<file path="src/rtl/enemy_ai_if.sv">
`timescale 1ns/1ps
// -----------------------------------------------------------------------------
// enemy_ai_if
// Bundles the per-enemy AI inputs (frame clock, room load strobe, enemy and
// player state) and the AI outputs (dir, ai_state) into one connection.
//
// Signal summary:
//   frame_clk   1   vsync-rate frame clock, sampled on the system clock
//   initialize  1   room (re)load strobe, level, any length
//   active      1   enemy alive
//   enemy_type  2   0 none, 1 Keese, 2 ReDead, 3 Slider
//   enemy_num   3   slot number 1..5, decorrelates the LFSR seed
//   Enemy_X/Y   10  enemy top-left position (px)
//   Player_X/Y  10  player top-left position (px)
//   pause       1   only when ENEMY_AI_PAUSE_EN is defined
//   dir         3   movement command (0 stop, 1 left, 2 right, 3 down, 4 up)
//   ai_state    3   FSM state encoding (debug)
//
// Handshake: there is no valid/ready pair. Inputs are level signals sampled on
// every Clk edge; a decision is taken only on a frame tick (rising edge of
// frame_clk seen on Clk), and dir/ai_state are valid from the Clk cycle after
// that tick until the next decision.
//
// Modports: master drives the inputs and observes dir/ai_state; slave is the
// AI controller.
// -----------------------------------------------------------------------------
interface enemy_ai_if;
  logic       frame_clk;
  logic       initialize;
  logic       active;
  logic [1:0] enemy_type;
  logic [2:0] enemy_num;
  logic [9:0] Enemy_X;
  logic [9:0] Enemy_Y;
  logic [9:0] Player_X;
  logic [9:0] Player_Y;
  logic [2:0] dir;
  logic [2:0] ai_state;
`ifdef ENEMY_AI_PAUSE_EN
  logic       pause;

  modport master (
    output frame_clk, initialize, active, enemy_type, enemy_num,
    output Enemy_X, Enemy_Y, Player_X, Player_Y, pause,
    input  dir, ai_state
  );

  modport slave (
    input  frame_clk, initialize, active, enemy_type, enemy_num,
    input  Enemy_X, Enemy_Y, Player_X, Player_Y, pause,
    output dir, ai_state
  );
`else
  modport master (
    output frame_clk, initialize, active, enemy_type, enemy_num,
    output Enemy_X, Enemy_Y, Player_X, Player_Y,
    input  dir, ai_state
  );

  modport slave (
    input  frame_clk, initialize, active, enemy_type, enemy_num,
    input  Enemy_X, Enemy_Y, Player_X, Player_Y,
    output dir, ai_state
  );
`endif
endinterface

</file>
<file path="src/rtl/enemy_ai_ctrl.sv">
`timescale 1ns/1ps
// -----------------------------------------------------------------------------
// enemy_ai_ctrl
// Per-enemy movement brain. Once per frame it picks a direction for the
// enemy motion block: Keese wander randomly, ReDeads sleep until the player
// is close and then chase, Sliders patrol up and down.
//
// Ports:
//   Clk    in  system clock
//   Reset  in  synchronous, active-high reset
//   bus    enemy_ai_if.slave (frame_clk, initialize, active, enemy_type,
//          enemy_num, Enemy_X/Y, Player_X/Y, dir, ai_state [, pause])
//
// Optional feature: define ENEMY_AI_PAUSE_EN to add bus.pause. While paused
// dir reads 0, frame ticks are ignored (state, counters, snapshots frozen),
// and the LFSR keeps running; on release the held dir reappears at once.
// -----------------------------------------------------------------------------
module enemy_ai_ctrl #(
  parameter int          HOLD_FRAMES  = 16,
  parameter int          CHASE_FRAMES = 8,
  parameter logic [10:0] WAKE_DIST    = 11'd160,
  parameter int          STALL_FRAMES = 4,
  parameter logic [15:0] SEED         = 16'hACE1
) (
  input  logic       Clk,
  input  logic       Reset,
  enemy_ai_if.slave  bus
);

  typedef enum logic [2:0] {
    S_IDLE   = 3'd0,
    S_WANDER = 3'd1,
    S_SLEEP  = 3'd2,
    S_CHASE  = 3'd3,
    S_PATROL = 3'd4
  } state_t;

  localparam logic [2:0] DIR_STOP  = 3'd0;
  localparam logic [2:0] DIR_LEFT  = 3'd1;
  localparam logic [2:0] DIR_RIGHT = 3'd2;
  localparam logic [2:0] DIR_DOWN  = 3'd3;
  localparam logic [2:0] DIR_UP    = 3'd4;

  localparam logic [7:0] HOLD_LAST  = 8'(HOLD_FRAMES - 1);
  localparam logic [7:0] CHASE_LAST = 8'(CHASE_FRAMES - 1);
  localparam logic [7:0] STALL_LAST = 8'(STALL_FRAMES - 1);

  // Compare first so unsigned positions never wrap.
  function automatic logic [9:0] abs_diff(input logic [9:0] a, input logic [9:0] b);
    return (a >= b) ? (a - b) : (b - a);
  endfunction

  state_t      r_state, w_state_nxt;
  logic [2:0]  r_dir, w_dir_nxt;
  logic [7:0]  r_hold_cnt, w_hold_nxt;
  logic [7:0]  r_chase_cnt, w_chase_nxt;
  logic [7:0]  r_stall_cnt, w_stall_nxt;
  logic [9:0]  r_snap_x, w_snap_x_nxt;
  logic [9:0]  r_snap_y, w_snap_y_nxt;
  logic        r_snap_vld, w_snap_vld_nxt;
  logic        r_frame_clk_d;
  logic [15:0] r_lfsr;

  logic        w_tick, w_pause, w_step;
  logic [15:0] w_seed, w_lfsr_next;
  logic [2:0]  w_rand_dir, w_chase_dir;
  logic [9:0]  w_adx, w_ady, w_sdx, w_sdy;
  logic [10:0] w_dist;
  logic        w_window_end, w_blocked, w_patrol_flip;

`ifdef ENEMY_AI_PAUSE_EN
  assign w_pause = bus.pause;
  assign bus.dir = bus.pause ? DIR_STOP : r_dir;
`else
  assign w_pause = 1'b0;
  assign bus.dir = r_dir;
`endif
  assign bus.ai_state = r_state;

  assign w_tick = bus.frame_clk & ~r_frame_clk_d;
  assign w_step = w_tick & ~w_pause;

  // Slot number lands in the top bits; the low-bit XOR keeps the seed nonzero.
  assign w_seed      = SEED ^ {bus.enemy_num, 13'b0} ^ 16'h0001;
  assign w_lfsr_next = {1'b0, r_lfsr[15:1]} ^ (r_lfsr[0] ? 16'hB400 : 16'h0000);
  assign w_rand_dir  = {1'b0, r_lfsr[1:0]} + 3'd1;

  assign w_adx  = abs_diff(bus.Player_X, bus.Enemy_X);
  assign w_ady  = abs_diff(bus.Player_Y, bus.Enemy_Y);
  assign w_dist = {1'b0, w_adx} + {1'b0, w_ady};

  // Ties go to the X axis.
  always_comb begin
    w_chase_dir = DIR_STOP;
    if ((w_adx != 10'd0) || (w_ady != 10'd0)) begin
      if (w_adx >= w_ady) w_chase_dir = (bus.Player_X < bus.Enemy_X) ? DIR_LEFT : DIR_RIGHT;
      else                w_chase_dir = (bus.Player_Y < bus.Enemy_Y) ? DIR_UP : DIR_DOWN;
    end
  end

  // Stall window: the snapshot becomes valid only after the first window,
  // so a freshly entered state can never report blocked immediately.
  assign w_sdx        = abs_diff(bus.Enemy_X, r_snap_x);
  assign w_sdy        = abs_diff(bus.Enemy_Y, r_snap_y);
  assign w_window_end = (r_stall_cnt == STALL_LAST);
  assign w_blocked    = w_window_end & r_snap_vld & (w_sdx <= 10'd1) &
                        (w_sdy <= 10'd1) & (r_dir != DIR_STOP);
  assign w_patrol_flip = w_blocked |
                         ((r_dir == DIR_UP)   && (bus.Enemy_Y <= 10'd16)) |
                         ((r_dir == DIR_DOWN) && (bus.Enemy_Y >= 10'd432));

  always_comb begin
    w_state_nxt    = r_state;
    w_dir_nxt      = r_dir;
    w_hold_nxt     = r_hold_cnt;
    w_chase_nxt    = r_chase_cnt;
    w_stall_nxt    = r_stall_cnt;
    w_snap_x_nxt   = r_snap_x;
    w_snap_y_nxt   = r_snap_y;
    w_snap_vld_nxt = r_snap_vld;

    if (w_step) begin
      if (!bus.active) begin
        w_state_nxt = S_IDLE;
        w_dir_nxt   = DIR_STOP;
      end else begin
        // Shared stall-window bookkeeping for WANDER and PATROL.
        if ((r_state == S_WANDER) || (r_state == S_PATROL)) begin
          if (w_window_end) begin
            w_snap_x_nxt   = bus.Enemy_X;
            w_snap_y_nxt   = bus.Enemy_Y;
            w_snap_vld_nxt = 1'b1;
            w_stall_nxt    = 8'd0;
          end else begin
            w_stall_nxt    = r_stall_cnt + 8'd1;
          end
        end

        case (r_state)
          S_IDLE: begin
            // Every active state is entered from IDLE, so this is the entry clear.
            w_hold_nxt     = 8'd0;
            w_chase_nxt    = 8'd0;
            w_stall_nxt    = 8'd0;
            w_snap_vld_nxt = 1'b0;
            w_dir_nxt      = DIR_STOP;
            case (bus.enemy_type)
              2'd1: begin
                w_state_nxt = S_WANDER;
                w_dir_nxt   = w_rand_dir;
              end
              2'd2: w_state_nxt = S_SLEEP;
              2'd3: begin
                w_state_nxt = S_PATROL;
                w_dir_nxt   = DIR_DOWN;
              end
              default: w_state_nxt = S_IDLE;
            endcase
          end
          S_WANDER: begin
            if ((r_hold_cnt == HOLD_LAST) || w_blocked) begin
              w_dir_nxt  = w_rand_dir;
              w_hold_nxt = 8'd0;
            end else begin
              w_hold_nxt = r_hold_cnt + 8'd1;
            end
          end
          S_SLEEP: begin
            w_dir_nxt = DIR_STOP;
            if (w_dist <= WAKE_DIST) begin
              w_state_nxt = S_CHASE;
              w_dir_nxt   = w_chase_dir;
              w_chase_nxt = 8'd0;
            end
          end
          S_CHASE: begin
            if (r_chase_cnt == CHASE_LAST) begin
              w_dir_nxt   = w_chase_dir;
              w_chase_nxt = 8'd0;
            end else begin
              w_chase_nxt = r_chase_cnt + 8'd1;
            end
          end
          S_PATROL: begin
            if (w_patrol_flip) w_dir_nxt = (r_dir == DIR_UP) ? DIR_DOWN : DIR_UP;
          end
          default: begin
            w_state_nxt = S_IDLE;
            w_dir_nxt   = DIR_STOP;
          end
        endcase
      end
    end
  end

  always_ff @(posedge Clk) begin
    if (Reset) r_frame_clk_d <= 1'b0;
    else       r_frame_clk_d <= bus.frame_clk;
  end

  always_ff @(posedge Clk) begin
    if (Reset || bus.initialize) r_lfsr <= w_seed;
    else                         r_lfsr <= w_lfsr_next;
  end

  always_ff @(posedge Clk) begin
    if (Reset || bus.initialize) begin
      r_state     <= S_IDLE;
      r_dir       <= DIR_STOP;
      r_hold_cnt  <= 8'd0;
      r_chase_cnt <= 8'd0;
      r_stall_cnt <= 8'd0;
      r_snap_x    <= 10'd0;
      r_snap_y    <= 10'd0;
      r_snap_vld  <= 1'b0;
    end else begin
      r_state     <= w_state_nxt;
      r_dir       <= w_dir_nxt;
      r_hold_cnt  <= w_hold_nxt;
      r_chase_cnt <= w_chase_nxt;
      r_stall_cnt <= w_stall_nxt;
      r_snap_x    <= w_snap_x_nxt;
      r_snap_y    <= w_snap_y_nxt;
      r_snap_vld  <= w_snap_vld_nxt;
    end
  end

endmodule

</file>
<file path="src/flat_wrapper.sv">
// flat-port wrapper written by rule: the top's interface ports become plain ports
module enemy_ai_ctrl_flat 
#(
  parameter int          HOLD_FRAMES  = 16,
  parameter int          CHASE_FRAMES = 8,
  parameter logic [10:0] WAKE_DIST    = 11'd160,
  parameter int          STALL_FRAMES = 4,
  parameter logic [15:0] SEED         = 16'hACE1
)
  (Clk, Reset, bus_frame_clk, bus_initialize, bus_active, bus_enemy_type, bus_enemy_num, bus_Enemy_X, bus_Enemy_Y, bus_Player_X, bus_Player_Y, bus_dir, bus_ai_state);
  enemy_ai_if bus_i ();
  input  logic Clk;
  input  logic Reset;
  input wire logic [$bits(bus_i.frame_clk)-1:0] bus_frame_clk;
  input wire logic [$bits(bus_i.initialize)-1:0] bus_initialize;
  input wire logic [$bits(bus_i.active)-1:0] bus_active;
  input wire logic [$bits(bus_i.enemy_type)-1:0] bus_enemy_type;
  input wire logic [$bits(bus_i.enemy_num)-1:0] bus_enemy_num;
  input wire logic [$bits(bus_i.Enemy_X)-1:0] bus_Enemy_X;
  input wire logic [$bits(bus_i.Enemy_Y)-1:0] bus_Enemy_Y;
  input wire logic [$bits(bus_i.Player_X)-1:0] bus_Player_X;
  input wire logic [$bits(bus_i.Player_Y)-1:0] bus_Player_Y;
  output wire logic [$bits(bus_i.dir)-1:0] bus_dir;
  output wire logic [$bits(bus_i.ai_state)-1:0] bus_ai_state;
  assign bus_i.frame_clk = bus_frame_clk;
  assign bus_i.initialize = bus_initialize;
  assign bus_i.active = bus_active;
  assign bus_i.enemy_type = bus_enemy_type;
  assign bus_i.enemy_num = bus_enemy_num;
  assign bus_i.Enemy_X = bus_Enemy_X;
  assign bus_i.Enemy_Y = bus_Enemy_Y;
  assign bus_i.Player_X = bus_Player_X;
  assign bus_i.Player_Y = bus_Player_Y;
  assign bus_dir = bus_i.dir;
  assign bus_ai_state = bus_i.ai_state;
  enemy_ai_ctrl #(.HOLD_FRAMES(HOLD_FRAMES), .CHASE_FRAMES(CHASE_FRAMES), .WAKE_DIST(WAKE_DIST), .STALL_FRAMES(STALL_FRAMES), .SEED(SEED)) u_core (.Clk(Clk), .Reset(Reset), .bus(bus_i));
endmodule
</file>
<file path="config.mk">
export PLATFORM = sky130hd
export DESIGN_NAME = enemy_ai_ctrl_flat
export DESIGN_NICKNAME = d
export VERILOG_FILES = /design/src/rtl/enemy_ai_if.sv /design/src/rtl/enemy_ai_ctrl.sv /design/src/flat_wrapper.sv
export SDC_FILE = /design/constraint.sdc
export NUM_CORES = 1
export LEC_CHECK = 0
export CORE_UTILIZATION = 40
export DETAILED_ROUTE_END_ITERATION = 16
export PLACE_DENSITY_LB_ADDON = 0.05
export SLEW_MARGIN = 20
export SYNTH_ARGS = -nofsm -noshare
export SYNTH_HDL_FRONTEND = slang
export SYNTH_SLANG_ARGS = --single-unit
</file>
<file path="constraint.sdc">
create_clock -name Clk -period 12.7 [get_ports Clk]
set_input_delay 1.27 -clock Clk [delete_from_list [all_inputs] [get_ports Clk]]
set_output_delay 1.27 -clock Clk [all_outputs]
set_load 0.02 [all_outputs]
</file>
== After elaboration in Yosys (flattened, before gate mapping) ==
Index checks and enable logic that the tools add are counted.

* Register bits after elaboration: 68
* Bits of input ports: 50
* Output and inout port bits: 6
* Logic and storage cells: 120

* $add $sub $neg: 13
* $lt $le $gt $ge: 12
* Eq/ne operators: 18
* Multiplexer cells: 33
* Bitwise logic cells: 11
* Reduce and logical (&&, ||, !) cells: 22

{| class="wikitable"
|+ Operator list
! operator !! number
|-
| 10-bit subtractor || 8
|-
| 10-bit >= comparator || 5
|-
| 8-bit 2-to-1 mux || 6
|-
| 10-bit 2-to-1 mux || 4
|-
| 3-bit 2-to-1 mux || 11
|-
| 16-bit 2-to-1 mux || 2
|-
| 8-bit by 1-bit adder with 8-bit output (second input constant) || 3
|-
| 8-bit one-hot mux with 3 select lines || 1
|-
| 10-bit by 1-bit <= comparator with 1-bit output (second input constant) || 2
|-
| 10-bit < comparator || 2
|-
| 10-bit nonzero test || 2
|-
| 3-bit one-hot mux with 3 select lines || 2
|-
| 8-bit one-hot mux with 2 select lines || 1
|-
| 4-bit AND reduction || 4
|-
| 15-bit by 16-bit XOR with 16-bit output || 1
|-
| 3-bit one-hot mux with 5 select lines || 1
|-
| 10-bit by 10-bit adder with 11-bit output || 1
|-
| 11-bit by 8-bit <= comparator with 1-bit output (second input constant) || 1
|-
| 10-bit by 9-bit >= comparator with 1-bit output (second input constant) || 1
|-
| 10-bit by 5-bit <= comparator with 1-bit output (second input constant) || 1
|-
| 3-bit by 2-bit equality test with 1-bit output (second input constant) || 3
|-
| 3-bit by 2-bit != test with 1-bit output (second input constant) || 3
|-
| 3-bit AND reduction || 3
|-
| 8-bit by 2-bit equality test with 1-bit output (second input constant) || 1
|-
| other kinds (23) || 40
|}

== Longest topological paths before layout ==
Gate-level depths: netlist of the first run.

* Word-level depth: 11
* Depth in mapped cells: 21
* Depth with buffers taken out: 20

== Worst setup path before layout of the first run ==
OpenSTA, ideal clock, no wires.

* Path kind: input port to flip-flop
* From: input bus_Player_X[0]
* To: register u_core.r_chase_cnt[3]
* Data arrival time: 5.392 ns
* Required time: 12.640 ns
* Path slack: 7.247 ns
* Stages on the path: 20
* Path buffers: 1
* Cell sequence: inv_1 -> ha_1 -> inv_1 -> fa_1 -> a21o_1 -> a31o_2 -> a21oi_1 -> nand2_1 -> and3_1 -> or3_1 -> ha_1 -> nor2_1 -> nor2b_1 -> a21boi_0 -> o21a_1 -> o31ai_1 -> a21o_1 -> clkbuf_1 -> and3_1 -> a32o_1

* Longest elaborated chain between the ends: 6
* Elaborated cells between the ends (all ways): 8
* Classes of those cells: add/sub: 3; order compare: 2; eq/ne: 1; mux: 1; reduce/logical: 1

{| class="wikitable"
|+ Ends and longest elaborated chain
! element !! line !! RTL
|-
| start, declared || flat_wrapper.sv:21 || <nowiki>input wire logic [$bits(bus_i.Player_X)-1:0] bus_Player_X;</nowiki>
|-
| 10-bit subtractor / 10-bit >= comparator (equally long branches) || enemy_ai_ctrl.sv:50 || <nowiki>return (a >= b) ? (a - b) : (b - a);</nowiki>
|-
| 10-bit 2-to-1 mux * || enemy_ai_ctrl.sv:50 ||
|-
| 10-bit by 10-bit adder with 11-bit output * || enemy_ai_ctrl.sv:90 || <nowiki>assign w_dist = {1'b0, w_adx} + {1'b0, w_ady};</nowiki>
|-
| 11-bit by 8-bit <= comparator with 1-bit output * || enemy_ai_ctrl.sv:170 || <nowiki>if (w_dist <= WAKE_DIST) begin</nowiki>
|-
| 2-bit by 1-bit != test with 1-bit output (no source line) * || n/a ||
|-
| 4-bit AND reduction (no source line) * || n/a ||
|-
| end signal, assigned || enemy_ai_ctrl.sv:220 || <nowiki>r_chase_cnt <= w_chase_nxt;</nowiki>
|-
| end, declared || enemy_ai_ctrl.sv:56 || <nowiki>logic [7:0] r_chase_cnt, w_chase_nxt;</nowiki>
|}

Every way passes the cells marked *; elsewhere a longest branch is shown, timed or not.
A chain may end at the register's enable or synchronous reset.

== Worst setup path in the final report of the first run ==
* From: input bus_Enemy_Y[1]
* To: register u_core.r_chase_cnt[3]

* Longest elaborated chain between the ends: 6
* Elaborated cells between the ends (all ways): 8
* Classes of those cells: add/sub: 3; order compare: 2; eq/ne: 1; mux: 1; reduce/logical: 1

{| class="wikitable"
|+ Ends and longest elaborated chain
! element !! line !! RTL
|-
| start, declared || flat_wrapper.sv:20 || <nowiki>input wire logic [$bits(bus_i.Enemy_Y)-1:0] bus_Enemy_Y;</nowiki>
|-
| 10-bit subtractor / 10-bit >= comparator (equally long branches) || enemy_ai_ctrl.sv:50 ||
|-
| 10-bit 2-to-1 mux * || enemy_ai_ctrl.sv:50 ||
|-
| 10-bit by 10-bit adder with 11-bit output * || enemy_ai_ctrl.sv:90 ||
|-
| 11-bit by 8-bit <= comparator with 1-bit output * || enemy_ai_ctrl.sv:170 ||
|-
| 2-bit by 1-bit != test with 1-bit output (no source line) * || n/a ||
|-
| 4-bit AND reduction (no source line) * || n/a ||
|}

Marked as above.

==> results of run 1 <==
-- cells by family after synthesis --
logic type	share of synthesized area, %
AOI/OAI and AO/OA	26.1
xor gates and xnor gates	4.68
adders and majority gates	18.7
buffers and inverters	7.31
DFF	17.8
muxes	2.51
and+or+nand+nor	23.0
-- worst paths after layout --
path | cells after the start | slack [ps] | endpoint
worst max-delay path | 18 | 6160 | u_core.r_chase_cnt[3]
worst min-delay path | 1 | 400 | u_core.r_lfsr[11]
worst max register to register | 12 | 9070 | u_core.bus.dir[0]
worst min register to register | 1 | 400 | u_core.r_lfsr[11]
-- flip-flops by register name, summed over array words and instances, names as in the netlist --
signal                count
u_core.r_hold_cnt         8
u_core.r_snap_x          10
u_core.bus.dir            3
u_core.bus.ai_state       3
u_core.r_lfsr            16
u_core.r_snap_y          10
u_core.r_chase_cnt        8
u_core.r_frame_clk_d      1
u_core.r_stall_cnt        8
u_core.r_snap_vld         1
-- routing by layer --
layer	GRT usage, %	vias up
met3	3.42	11
met1	33.1	3476
li1	-	3740
met2	35.3	171
met5	0	-
met4	3.78	0
-- synthesized netlist by cell type (6+ instances only) --
cell         n  area [sq um]
a2111oi_0    6          52.6
a211o_1      6          52.6
a211oi_1     8          60.1
a21o_1      28           210
a21oi_1     93           465
a31oi_1     19           119
and2_1      14          87.6
and3_1      18           113
clkbuf_1    30           113
dfxtp_1     68          1360
fa_1         9           180
ha_1       100          1250
inv_1      103           387
mux2i_1     17           170
nand2_1    111           417
nand2b_1     6          37.5
nand3_1     36           180
nand4_1     16           100
nor2_1      59           221
nor2b_1     23           144
nor3_1      21           105
o211ai_1    19           143
o21a_1      14           105
o21ai_0     50           250
o31a_1       6          52.6
or3_1       10          62.6
xnor2_1     20           175
xor2_1      21           184
-- layout make-up --
cell class              count  area [sq um]
inverters                 103           387
clock buffers              10           239
well taps                 234           293
clock inverters             6          70.1
flip-flops and latches     68          1360
multi-input cells         822          5750
repair buffers             58           573
fillers                  1889         10100
-- metrics by stage --
step | hold WS [ps] | total power, uW | util (%) | instances | setup WS (ps)
floorplan | 384 | 459 | - | 1032 | 7250
global placement | 387 | 548 | 44.6 | 1285 | 5990
detailed placement | 393 | 545 | 44.6 | 1285 | 5870
CTS | 402 | 815 | 46.2 | 1301 | 6180
global route | 427 | 867 | 46.2 | 1301 | 5830
finish | 400 | 809 | 46.2 | 1301 | 6160
-- power groups by stage --
stage / clock (uW) / combinational, uW / sequential [uW]
6_report: 265 / 327 / 217
5_1_grt: 281 / 369 / 217
4_1_cts: 273 / 325 / 217
3_5_place_dp: 0 / 323 / 222
3_3_place_gp: 0 / 326 / 222
2_1_floorplan: 0 / 237 / 222
-- cells in the final DEF, fill, tap and decap left out, types with 8 or more instances in the layout --
cell / n
and3_1: 18
nor2_1: 59
xor2_1: 21
xnor2_1: 20
nand4_1: 16
nor2b_1: 23
a21oi_1: 93
o21ai_0: 50
a21o_1: 28
nor3_1: 20
ha_1: 100
nand3_1: 36
mux2i_1: 17
and2_1: 14
inv_1: 103
dfxtp_1: 68
o211ai_1: 19
fa_1: 9
or3_1: 10
clkbuf_16: 9
o21a_1: 14
a31oi_1: 19
nand2_1: 111
clkdlybuf4s50_1: 55
a211oi_1: 8
==> flow_summary.toml, run 1 <==
[die]
core_sq_um = 18800
dieWidth_microns = 140
die_h_microns = 140
rows = 50
die_area_sq_um = 19700
ios = 56
initial_utilization_pct = 40.9

[clock_network]
ctsHtreeMaxLevel = 3
cts_num_sinks = 68
post-cts-setup-buffers = 0
cts_buffer_depth = 2
cts_root_buffer = "clkbuf_16"
cts_tree = "built"
cts_inserted_buffers = 9
cts_resized = 0
postCtsHoldBufs = 0
insertion_delay_ps = 340
clk_pin_slew_ps = 60

[synthesis]
synthArstFlopShare_pct = 0
ys_ff_latch = 68
synthCells = 1032
post_synth_num_cell_types = 76
yosys_warnings = 0
avgSynthCellArea_sq_um = 7.43
synth_area_sq_um = 7670
synth_fp_nets = 1191
synth_edf_count = 0
seq_area_frac_synth_pct = 17.8
synth-main-ff-cell = "dfxtp_1"

[timing]
setup_viol = 0
rsz0062_at_grt = "no"
final_hold_viol_count = 0
tightest_slew_ps = 906
min_period_ps = 6540
fin_skew_ps = 8.96
slew_viol_final = 0
maxSlewHeadroom_pct = 39.6
max_clock_freq_mhz = 153
fin_setup_tns_ps = 0
finalCritPeriodShare_pct = 51.5

[worst_setup_path]
crit_path_max_incr_delay_ps = 660
required_ps = 12990
path_cells = "clkdlybuf4s50_1 > inv_1 > fa_1 > a21o_1 > o2111a_1 > a211oi_2 > mux2i_1 > xnor2_1 > ha_1 > nor2b_1 > o21a_1 > o21ai_0 > a21boi_0 > o21a_1 > o31ai_1 > a21o_1 > and3_1 > a32o_1"
cp-start-kind = "primary input"
slowest_stage = "clkdlybuf4s50_1"
cp_top_family = "compound AO/OA/AOI/OAI gates"
critical_path_class = "in -> reg"
cp-end-kind = "flip-flop"
crit_arrival_ps = 6830
worstReg2RegStart = "u_core.r_snap_y[0]"
crit_start = "bus_Enemy_Y[1]"
crit_buf_inv = 2
crit_fanout = 9

[power_and_ir_drop]
switching_power_uw = 300
netSwitchingFraction_pct = 37.1
ir_drop_mv = 0.0704
pwr-share-seq_pct = 26.9
comb_power_share_pct = 40.4
leakagePower_uw = 0.00366
intPower_uw = 509
p_clk_share_pct = 32.7
power_density_nw_per_um2 = 93.3

[drt]
vias_per_cell = 5.69
route.detailed.drc = 0
dr_wl_met3_microns = 961
top_layer = "met4"
firstDrtPassIters = 5
wl_met1_microns = 11300
wl_met2_microns = 9340
initialDrtViolationCount = 473
antenna_left = 0
routed_wirelength_microns = 21800
vias = 7398
wl_per_cell_microns = 16.7

[placement]
gp_congestion = 0.874
hpwl_microns = 17300
placed_area_sq_um = 8360
port-buffer-count = 55

[global_route]
antenna_found_initial = 0
grt_overflow_total = 0
grt_pass1_vias = 6841
grt_pass1_wl_microns = 35600
grt_max_degree = 41
grt_usage_pct = 22.6

[worst_hold_path]
hp-class = "reg -> reg"
hp-start = "u_core.r_lfsr[12]"

[finish]
fin_area_sq_um = 8670
syn2layout_area_growth_pct = 13.1
drive_gt1_share_pct = 3.94
nets = 1221
diodes = 0

[run_status]
status = "completed"

[run]
max_cap_violations = 0
No activity file was read; power rests on OpenSTA's default activity.
==> run 2, diff against run 1 <==
- clock period: 12.7 -> 5.9 ns (I/O delays scaled with it)
==> flow_summary.toml, run 2 (same netlist as run 1, synthesis figures left out) <==
[run_status]
status = "completed"

[worst_setup_path]
critical_path_class = "in -> reg"
crit_arrival_ps = 5770
slowest_stage = "clkdlybuf4s50_1"
cp-end-kind = "flip-flop"
cp-start-kind = "primary input"
required_ps = 6180
path_cells = "clkdlybuf4s50_1 > ha_1 > inv_1 > fa_1 > a21o_1 > o2111a_1 > a211oi_2 > buf_4 > mux2i_1 > xnor2_1 > ha_1 > nor2b_1 > o21a_1 > o21ai_0 > a21boi_0 > o21a_1 > o31ai_1 > a21o_1 > and3_1 > a32o_1"
crit_path_max_incr_delay_ps = 540
crit_fanout = 9

[timing]
finalCritPeriodShare_pct = 93.0
min_period_ps = 5490
rsz0062_at_grt = "no"
max_clock_freq_mhz = 182
setup_viol = 0
final_hold_viol_count = 0
fin_skew_ps = 13.4
tightest_slew_ps = 914
fin_setup_tns_ps = 0
slew_viol_final = 0
maxSlewHeadroom_pct = 39.0
hold_ws_ps = 404

[global_route]
grt_pass1_wl_microns = 36000
grt_overflow_total = 0
grt_pass1_vias = 6960
grt_usage_pct = 22.9
antenna_found_initial = 0
globalRoute.busiestLayer = "met2"
grt_use_met1_pct = 32.7
use_met3_pct = 4.17
grt_max_degree = 41
gr-usage-met2_pct = 36.2

[power_and_ir_drop]
ir_drop_mv = 0.143
finalPower_uw = 1780
power_density_nw_per_um2 = 202
leakagePower_uw = 0.00373

[run]
max_cap_violations = 0

[finish]
fillCellCount = 1945
layout_commonest_cell = "nand2_1"
top_regs = "u_core.r_lfsr (16), u_core.r_snap_x (10), u_core.r_snap_y (10)"
mostFrequentLayoutCells = "111 x nand2_1, 103 x inv_1, 100 x ha_1, 93 x a21oi_1, 68 x dfxtp_1"
syn2layout_area_growth_pct = 14.6
nets = 1234
largest_reg_flops = 16
fin_cells = 1314
drive_gt1_share_pct = 5.09
diodes = 0
top_register = "u_core.r_lfsr"

[die]
rows = 50
dieWidth_microns = 140
initial_utilization_pct = 40.9
ios = 56
die_h_microns = 140
core_sq_um = 18800
die_area_sq_um = 19700

[clock_network]
cts_inserted_buffers = 9
cts_tree = "built"
post-cts-setup-buffers = 0
cts_num_sinks = 68
clk_pin_slew_ps = 60
ctsHtreeMaxLevel = 3
postCtsHoldBufs = 0
cts_root_buffer = "clkbuf_16"
cts_resized = 0
insertion_delay_ps = 340
cts_buffer_depth = 2

[drt]
firstDrtPassIters = 5
initialDrtViolationCount = 553
vias_per_cell = 5.54
vias = 7285
antenna_left = 0
wl_per_cell_microns = 16.6
route.detailed.drc = 0
routed_wirelength_microns = 21900

[worst_hold_path]
hp-class = "reg -> reg"

[placement]
dpl.cell_count = 1298
hpwl_microns = 17300
gp_congestion = 0.914
port-buffer-count = 55
[run 2: cell types whose count changed in the layout (fill, tap and decap cells not counted)]
cell        delta
bufinv_16      +1
inv_6          -2
clkinvlp_4     +1
clkbuf_8       -1
clkinv_4       +1
buf_4         +13
[run 2: through the flow]
step           cell area, sq um  utilization [%]  setup slack (ps)
4_1_cts                    8790             46.8               459
6_report                   8790             46.8               412
3_3_place_gp               8460             45.1               214
3_5_place_dp               8460             45.1               143
5_1_grt                    8790             46.8               110
2_1_floorplan              7670                -              1130
[run 2: critical path, delay by kind of cell]
| family | cells | cell delay [ps] |
|---|---|---|
| XOR/XNOR | 1 | 220 |
| AND/OR/NAND/NOR | 2 | 460 |
| multiplexers | 1 | 220 |
| adder cells (fa/ha/maj) | 3 | 900 |
| AO/OA/AOI/OAI | 10 | 2580 |
| buffers and inverters | 3 | 770 |
[run 2: power by group]
group	total, uW	switching, uW	internal [uW]
logic	714	417	297
clock network	595	223	372
registers	468	2.93	465
total	1780	644	1130
[run 2: cell type report]
cell class	count	area [sq um]	share of cell area, %
well taps	234	293	3.33
clock inverters	7	98.8	1.13
clock buffers	9	225	2.56
repair buffers	71	671	7.63
multi-input cells	822	5750	65.5
flip-flops and latches	68	1360	15.5
inverters	103	387	4.40
[run 2: final timing paths]
path                            from                    end  slack, ps  cells past startpoint
setup / recovery      bus_Enemy_Y[0]  u_core.r_chase_cnt[3]        410                     20
hold / removal     u_core.r_lfsr[12]      u_core.r_lfsr[11]        400                      1
setup reg to reg  u_core.r_snap_y[0]      u_core.bus.dir[1]       2210                     12
hold reg to reg    u_core.r_lfsr[12]      u_core.r_lfsr[11]        400                      1
[run 2: metal layers]
metal	wire length [microns]	up-vias
met4	127	0
met3	1040	6
met1	11200	3338
met2	9520	168
met5	0	-
li1	-	3773
==> run 3, diff against run 2 <==
- CORE_MARGIN: default -> 3
==> flow_summary.toml, run 3 (same netlist as run 1, synthesis figures left out) <==
[finish]
multi_input_comb_area_sq_um = 5750
drive_gt1_share_pct = 4.65
layout_commonest_cell = "nand2_1"
top_register = "u_core.r_lfsr"
fillCellCount = 1962
mostFrequentLayoutCells = "111 x nand2_1, 103 x inv_1, 100 x ha_1, 93 x a21oi_1, 68 x dfxtp_1"
nets = 1229
fin_cells = 1309
largest_reg_flops = 16
top_regs = "u_core.r_lfsr (16), u_core.r_snap_x (10), u_core.r_snap_y (10)"
regArea_sq_um = 1360
syn2layout_area_growth_pct = 14.1
diodes = 0

[clock_network]
clk_pin_slew_ps = 60
cts_tree = "built"
postCtsHoldBufs = 0
insertion_delay_ps = 340
post-cts-setup-buffers = 0
cts_inserted_buffers = 9
cts_num_sinks = 68
cts_resized = 0
cts_buffer_depth = 2
cts_root_buffer = "clkbuf_16"
ctsHtreeMaxLevel = 3

[timing]
maxSlewHeadroom_pct = 41.1
tightest_slew_ps = 884
fin_skew_ps = 7.87
setup_viol = 0
slew_viol_final = 0
final_hold_viol_count = 0
max_clock_freq_mhz = 184
min_period_ps = 5440
finalCritPeriodShare_pct = 92.3
rsz0062_at_grt = "no"
fin_setup_tns_ps = 0

[drt]
initialDrtViolationCount = 574
vias_per_cell = 5.57
vias = 7297
wl_per_cell_microns = 16.8
firstDrtPassIters = 5
routed_wirelength_microns = 22000
route.detailed.drc = 0
antenna_left = 0

[global_route]
antenna_found_initial = 0
grt_pass1_wl_microns = 36000
grt_usage_pct = 21.2
grt_overflow_total = 0
grt_pass1_vias = 6828
grt_max_degree = 29

[die]
die_h_microns = 144
die_area_sq_um = 20900
dieWidth_microns = 144
ios = 56
core_sq_um = 18800
initial_utilization_pct = 40.9
rows = 50

[run_status]
status = "completed"

[power_and_ir_drop]
leakagePower_uw = 0.00370
power_density_nw_per_um2 = 202
ir_drop_mv = 0.194

[run]
max_cap_violations = 0

[worst_setup_path]
required_ps = 6180
critical_path_class = "in -> reg"
crit_fanout = 9
cp-start-kind = "primary input"
ff2ff_path_depth = 12
crit_arrival_ps = 5720
cp-end-kind = "flip-flop"

[worst_hold_path]
holdPathStages = 1
hp-class = "reg -> reg"

[placement]
gp_congestion = 0.877
hpwl_microns = 17600
dpl.cell_count = 1293
port-buffer-count = 55
==> run 3: where the power goes <==
part | internal (uW) | switching (uW)
logic | 295 | 410
clock network | 372 | 226
registers | 465 | 2.99
total | 1130 | 639
==> run 3: through the flow <==
stage | total power, uW | instance area [sq um] | setup slack (ps) | util (%) | hold WS [ps]
floorplan | 987 | 7670 | 1130 | - | 384
global placement | 1180 | 8420 | 303 | 44.9 | 387
detailed placement | 1170 | 8420 | 218 | 44.9 | 393
CTS | 1780 | 8750 | 525 | 46.6 | 408
global route | 1890 | 8750 | 217 | 46.6 | 415
finish | 1770 | 8750 | 455 | 46.6 | 405
==> run 3: area by class of cell <==
class                      instances  share of cell area, %
multi-input combinational        822                   65.7
sequential                        68                   15.6
timing repair buffer              66                   7.24
inverter                         103                   4.42
tap                              234                   3.35
clock buffer                       9                   2.57
clock inverter                     7                   1.13
==> run 3: final timing paths <==
path	slack, ps	endpoint	start
hold / removal	400	u_core.r_lfsr[11]	u_core.r_lfsr[12]
setup reg to reg	2290	u_core.bus.dir[0]	u_core.r_snap_y[0]
setup / recovery	460	u_core.r_chase_cnt[3]	bus_Enemy_Y[0]
hold reg to reg	400	u_core.r_lfsr[11]	u_core.r_lfsr[12]
==> run 3: per-layer routing <==
| layer | routed length, microns | up-vias | track usage [%] | share of wire [%] |
|---|---|---|---|---|
| met4 | 141 | 0 | 2.95 | 0.64 |
| met2 | 9420 | 137 | 32.0 | 43 |
| li1 | - | 3754 | - | - |
| met1 | 11500 | 3397 | 31.8 | 52 |
| met5 | 0 | - | 0 | 0 |
| met3 | 902 | 9 | 4.37 | 4.1 |
==> run 3: worst max-delay path: stages <==
cell and delay, ps:
clkdlybuf4s50_1 540, ha_1 200, inv_1 50, fa_1 370
a21o_1 210, o2111a_1 280, a211oi_2 520, mux2i_1 280
xnor2_1 200, ha_1 330, nor2b_1 140, o21a_1 170
o21ai_0 250, a21oi_1 130, xor2_1 160, o21ai_0 410
a21o_1 360, and3_1 330, a32o_1 200
